$ cat src/rtl/grc_sample_framer.sv
// Splits reader words into I/Q samples and frames them with last_o; 1-cycle latency from accept to valid_o.
// Output register plus one skid entry (2 entries total) with registered ready_o; no word is dropped or duplicated under backpressure.
module grc_sample_framer #(
   parameter int NUM_BYTES  = 4,
   parameter int FRAME_SIZE = 256,
   parameter int SWAP_IQ    = 0
) (
   input  logic                     clk,
   input  logic                     sync_reset,
   input  logic                     valid_i,
   input  logic [NUM_BYTES*8-1:0]   word_i,
   input  logic                     buffer_end_i,
   output logic                     ready_o,
   output logic                     valid_o,
   output logic [NUM_BYTES*4-1:0]   i_o,
   output logic [NUM_BYTES*4-1:0]   q_o,
   output logic                     last_o,
   input  logic                     ready_i,
   output logic [31:0]              frame_cnt_o,
   output logic                     short_frame_o,
   output logic                     done_o
);
   localparam int WORD_BITS = NUM_BYTES * 8;
   localparam int HALF      = WORD_BITS / 2;
   localparam int CW        = (FRAME_SIZE > 2) ? $clog2(FRAME_SIZE) : 1;
   localparam logic [CW-1:0] CNT_MAX = CW'(FRAME_SIZE - 1);

   typedef struct packed {
      logic [HALF-1:0] i;
      logic [HALF-1:0] q;
      logic            last;
      logic            fin;
   } entry_t;

   typedef enum logic [1:0] {RUN, DRAIN, DONE} state_t;

   state_t          state_q;
   entry_t          out_q, sk_q, in_ent;
   logic            out_vld_q, sk_vld_q, ready_q, short_q, done_q;
   logic [CW-1:0]   cnt_q;
   logic [31:0]     frame_cnt_q;
   logic            acc, xfer, in_last, run_d, ready_d;
   logic [1:0]      occ, occ_d;

   assign acc     = valid_i & ready_q;
   assign xfer    = out_vld_q & ready_i;
   assign in_last = (cnt_q == CNT_MAX) | buffer_end_i;

   always_comb begin
      in_ent      = '0;
      in_ent.i    = (SWAP_IQ != 0) ? word_i[HALF-1:0] : word_i[WORD_BITS-1:HALF];
      in_ent.q    = (SWAP_IQ != 0) ? word_i[WORD_BITS-1:HALF] : word_i[HALF-1:0];
      in_ent.last = in_last;
      in_ent.fin  = buffer_end_i;
   end

   // Occupancy counts the output register as one of the two entries.
   assign occ     = {1'b0, out_vld_q} + {1'b0, sk_vld_q};
   assign occ_d   = occ + {1'b0, acc} - {1'b0, xfer};
   assign run_d   = (state_q == RUN) && !(acc && buffer_end_i);
   assign ready_d = run_d && (occ_d < 2'd2);

   always_ff @(posedge clk) begin
      if (sync_reset) begin
         state_q     <= RUN;
         out_q       <= '0;
         sk_q        <= '0;
         out_vld_q   <= 1'b0;
         sk_vld_q    <= 1'b0;
         ready_q     <= 1'b0;
         short_q     <= 1'b0;
         done_q      <= 1'b0;
         cnt_q       <= '0;
         frame_cnt_q <= '0;
      end else begin
         ready_q <= ready_d;

         if (acc)
            cnt_q <= in_last ? '0 : cnt_q + CW'(1);

         if (!out_vld_q || xfer) begin
            if (sk_vld_q) begin
               out_q     <= sk_q;
               out_vld_q <= 1'b1;
               sk_vld_q  <= acc;
               if (acc)
                  sk_q <= in_ent;
            end else begin
               out_vld_q <= acc;
               if (acc)
                  out_q <= in_ent;
            end
         end else if (acc) begin
            sk_q     <= in_ent;
            sk_vld_q <= 1'b1;
         end

         if (xfer && out_q.last)
            frame_cnt_q <= frame_cnt_q + 32'd1;

         case (state_q)
            RUN: begin
               if (acc && buffer_end_i) begin
                  state_q <= DRAIN;
                  short_q <= (cnt_q != CNT_MAX);
               end
            end
            DRAIN: begin
               if (xfer && out_q.fin) begin
                  state_q <= DONE;
                  done_q  <= 1'b1;
               end
            end
            default: state_q <= DONE;
         endcase
      end
   end

   assign ready_o       = ready_q;
   assign valid_o       = out_vld_q;
   assign i_o           = out_q.i;
   assign q_o           = out_q.q;
   assign last_o        = out_q.last;
   assign frame_cnt_o   = frame_cnt_q;
   assign short_frame_o = short_q;
   assign done_o        = done_q;
endmodule

$ cat config.mk
export PLATFORM = sky130hd
export DESIGN_NAME = grc_sample_framer
export DESIGN_NICKNAME = d
export VERILOG_FILES = /design/src/rtl/grc_sample_framer.sv
export SDC_FILE = /design/constraint.sdc
export NUM_CORES = 1
export LEC_CHECK = 0
export ABC_AREA = 1
export BUFFER_PORTS_ARGS = -buffer_cell sky130_fd_sc_hd__buf_2
export CORE_MARGIN = 2
export CORE_UTILIZATION = 33
export CTS_CLUSTER_DIAMETER = 200
export CTS_CLUSTER_SIZE = 24
export DETAILED_ROUTE_END_ITERATION = 10
export GPL_TIMING_DRIVEN = 0
export SYNTH_ARGS = -nofsm -noshare
export SYNTH_HDL_FRONTEND = slang
export SYNTH_SLANG_ARGS = --single-unit
$ cat constraint.sdc
create_clock -name clk -period 4.05 [get_ports clk]
set_clock_uncertainty 0.05 [all_clocks]
set_input_delay 0.2025 -clock clk [delete_from_list [all_inputs] [get_ports clk]]
set_output_delay 0.2025 -clock clk [all_outputs]
set_load 0.005 [all_outputs]
==> impl_metrics.env <==
export IMPL_synth_seq_area_share=0.4153
export IMPL_arrival_ps=2500
export IMPL_synthTopCellsByArea="dfxtp_1, nand2_1, nor2_1"
export IMPL_synth_compound_area_frac=0.1476
export IMPL_synth_simple_gate_area_share=0.3005
export IMPL_antenna_found_initial=0
export IMPL_yosys_register_bits=115
export IMPL_report_final_slew_viol_count=0
export IMPL_postCtsSetupRepairBufs=0
export IMPL_synth_top_area_share=0.4153
export IMPL_drive_gt1_frac=0.2199
export IMPL_worst_endpoint_required_ps=4310
export IMPL_dieArea_um2=17850
export IMPL_min_period_over_period=0.5547
export IMPL_post_place_ws_ps=1799
export IMPL_grt_pass1_vias=4899
export IMPL_wl_per_cell_um=12.66
export IMPL_setup_violations_final=0
export IMPL_synthXorXnorAreaFrac=0.003160
export IMPL_io_buffers=104
export IMPL_final_setup_worst_slack_ps=1804
export IMPL_pwr_density_cell_nw_per_um2=417.2
export IMPL_crit_path_end_kind="register"
export IMPL_rows=47
export IMPL_grt_pass1_wl_mm=23.96
export IMPL_finalSetupTns_ps=0
export IMPL_syn_nets=817
export IMPL_syn_area_per_cell_um2=7.143
export IMPL_hold_class="input port to register"
export IMPL_ys_flop_type="dfxtp_1"
export IMPL_die_x_um=133.6
export IMPL_yosys_warnings=0
export IMPL_design_core_area_um2=16520
export IMPL_clk_path_buf_depth=2
export IMPL_path_class="register to register"
export IMPL_synth_edf_count=0
export IMPL_clk_pin_slew_ps=50
export IMPL_drc=0
export IMPL_grt_setup_unrepaired="no"
export IMPL_synth_top_family_by_area="simple AND/OR/NAND/NOR gates"
export IMPL_drt_iter0_drc=272
export IMPL_max_stage_delay_ps=360
export IMPL_vias=5286
export IMPL_syn_inst=776
export IMPL_io_pins=106
export IMPL_synth_fa_ha_area_frac=0.009029
export IMPL_clock_sinks=115
export IMPL_yosys_area_top_type="dfxtp_1"
export IMPL_cts_tree="built"
export IMPL_crit_path_start_kind="register"
export IMPL_grt_max_degree=17
export IMPL_dieHeight_um=133.6
export IMPL_path_max_fanout=10
export IMPL_grt_total_usage=0.1686
export IMPL_cts_made_buffers=17
export IMPL_path_common_cell="ha_1"
export IMPL_worst_slew_pin_slew_ps=623.2
export IMPL_fin_crit_ps=2246
export IMPL_status="completed"
export IMPL_cp_slowest_cell="ha_1"
export IMPL_hold_viol_final=0
export IMPL_netlist_area_um2=5543
export IMPL_crit_chain="clkinv_1 -> clkbuf_1 -> ha_1 -> inv_1 -> ha_1 -> a21oi_1 -> o21ai_0 -> a211oi_1"
export IMPL_overflow=0
export IMPL_firstDrtPassIters=4
export IMPL_p_leak_uw=0.003372
export IMPL_synth_cell_type_count=34
export IMPL_slew_headroom=0.5846
export IMPL_dp_hpwl_mm=10.50
export IMPL_fmaxAchievable_ghz=0.4451
export IMPL_insertion_delay_ps=410
export IMPL_async_reset_ff_frac=0
export IMPL_final_antenna_net_count=0
export IMPL_start_util=0.3354
export IMPL_cts_root_buf="clkbuf_16"
export IMPL_postCtsResizedCells=0
export IMPL_area_growth_pct=29.75
export IMPL_viasPerCell=4.569
export IMPL_htreeDepth=4
export IMPL_crit_family="buffers and inverters"
export IMPL_maxCapViolCount=0
export IMPL_diodes=0
export IMPL_gp_congestion=0.8483
export IMPL_final_nets=966
export IMPL_wirelength_mm=14.65
export IMPL_crit_buf_inv=3
export IMPL_peakVddDrop_mv=0.2998
export IMPL_synthMuxAreaShare=0
==> worst paths after layout <==
kind	startpoint	end	slack [ps]	cells past startpoint
min reg2reg	done_o	done_o	400	2
max	sk_vld_q	ready_o	1800	8
min	word_i[0]	sk_q[2]	20	3
max reg2reg	sk_vld_q	ready_o	1800	8
==> synthesized netlist by cell type (2+ instances only) <==
library cell,number
a31oi_1,2
and2_1,2
o21ai_0,69
inv_1,62
clkbuf_2,2
nand3_1,46
nor3_1,10
dfxtp_1,115
a211oi_1,2
a21oi_1,34
buf_6,9
nand4_1,5
buf_4,32
inv_2,3
nor2_2,3
ha_1,4
clkbuf_1,16
nor2_1,152
nand3_2,11
nor2_4,3
xor2_1,2
nand2_1,154
o211a_1,22
buf_2,6
==> where the power goes <==
part | internal, uW | switching (uW)
registers | 1180 | 25.4
clock network | 991 | 521
logic | 147 | 138
==> worst reg2reg max path, delay by kind of cell, from the launching register on <==
family	cells	cell delay, ps
DFF	1	330
adders and majority gates	2	620
AOI/OAI and AO/OA	3	480
buffers and inverters	3	650
==> metrics by stage <==
step                      cells  area (um2)  hold slack (ps)    util  total power, uW
after CTS                  1157        7192            2.774  0.4352             3039
after detailed placement   1100        6339            392.0  0.3836             1496
after global routing       1157        7192            4.769  0.4352             3130
after floorplan             776        5543            287.4       -             1396
final                      1157        7192            15.52  0.4352             3000
after global placement     1100        6339            387.1  0.3836             1494
==> cell usage in the layout (no fill, tap or decap), types with 10 or more instances in the layout <==
master and count:
a21oi_1 34, buf_2 110, buf_4 32, clkbuf_1 18, clkbuf_16 17, dfxtp_1 115, dlygate4sd3_1 26, inv_1 62
nand2_1 154, nand3_1 46, nand3_2 11, nor2_1 152, nor3_1 10, o211a_1 22, o21ai_0 69
==> layer usage <==
layer / global-route usage / wire length [um] / up-vias
met4: 0.04433 / 105 / 0
met2: 0.2798 / 6818 / 117
met5: 0 / 0 / -
li1: - / - / 2777
met1: 0.2161 / 7038 / 2384
met3: 0.04680 / 687 / 8
==> registers in the layout (all words and copies together), names as in the netlist, 2 cells and up <==
name / cells
q_o: 16
sk_q: 34
cnt_q: 8
i_o: 16
state_q: 2
frame_cnt_o: 32
==> cell type report <==
class | count | area, um2
Clock buffer | 21 | 460.4
Inverter | 66 | 247.7
Buffer | 65 | 441.7
Clock inverter | 10 | 132.6
Fill cell | 1754 | 9333
Sequential cell | 115 | 2302
Multi-Input combinational cell | 530 | 2551
Timing Repair Buffer | 130 | 780.7
Tap cell | 220 | 275.3
==> cell families (layout without fill, tap and decap cells) <==
group	Yosys count	after routing
adder cells (fa/ha/maj)	4	4
AND/OR/NAND/NOR	390	390
flip-flops	115	115
AO/OA/AOI/OAI	134	134
buffers and inverters	131	292
XOR/XNOR	2	2
==> what timing repair did <==
item	CTS	global route
endpoints found under the hold margin	26	0
hold buffers	26	0
setup endpoints to repair	0	0
No activity file was read; power rests on OpenSTA's default activity.
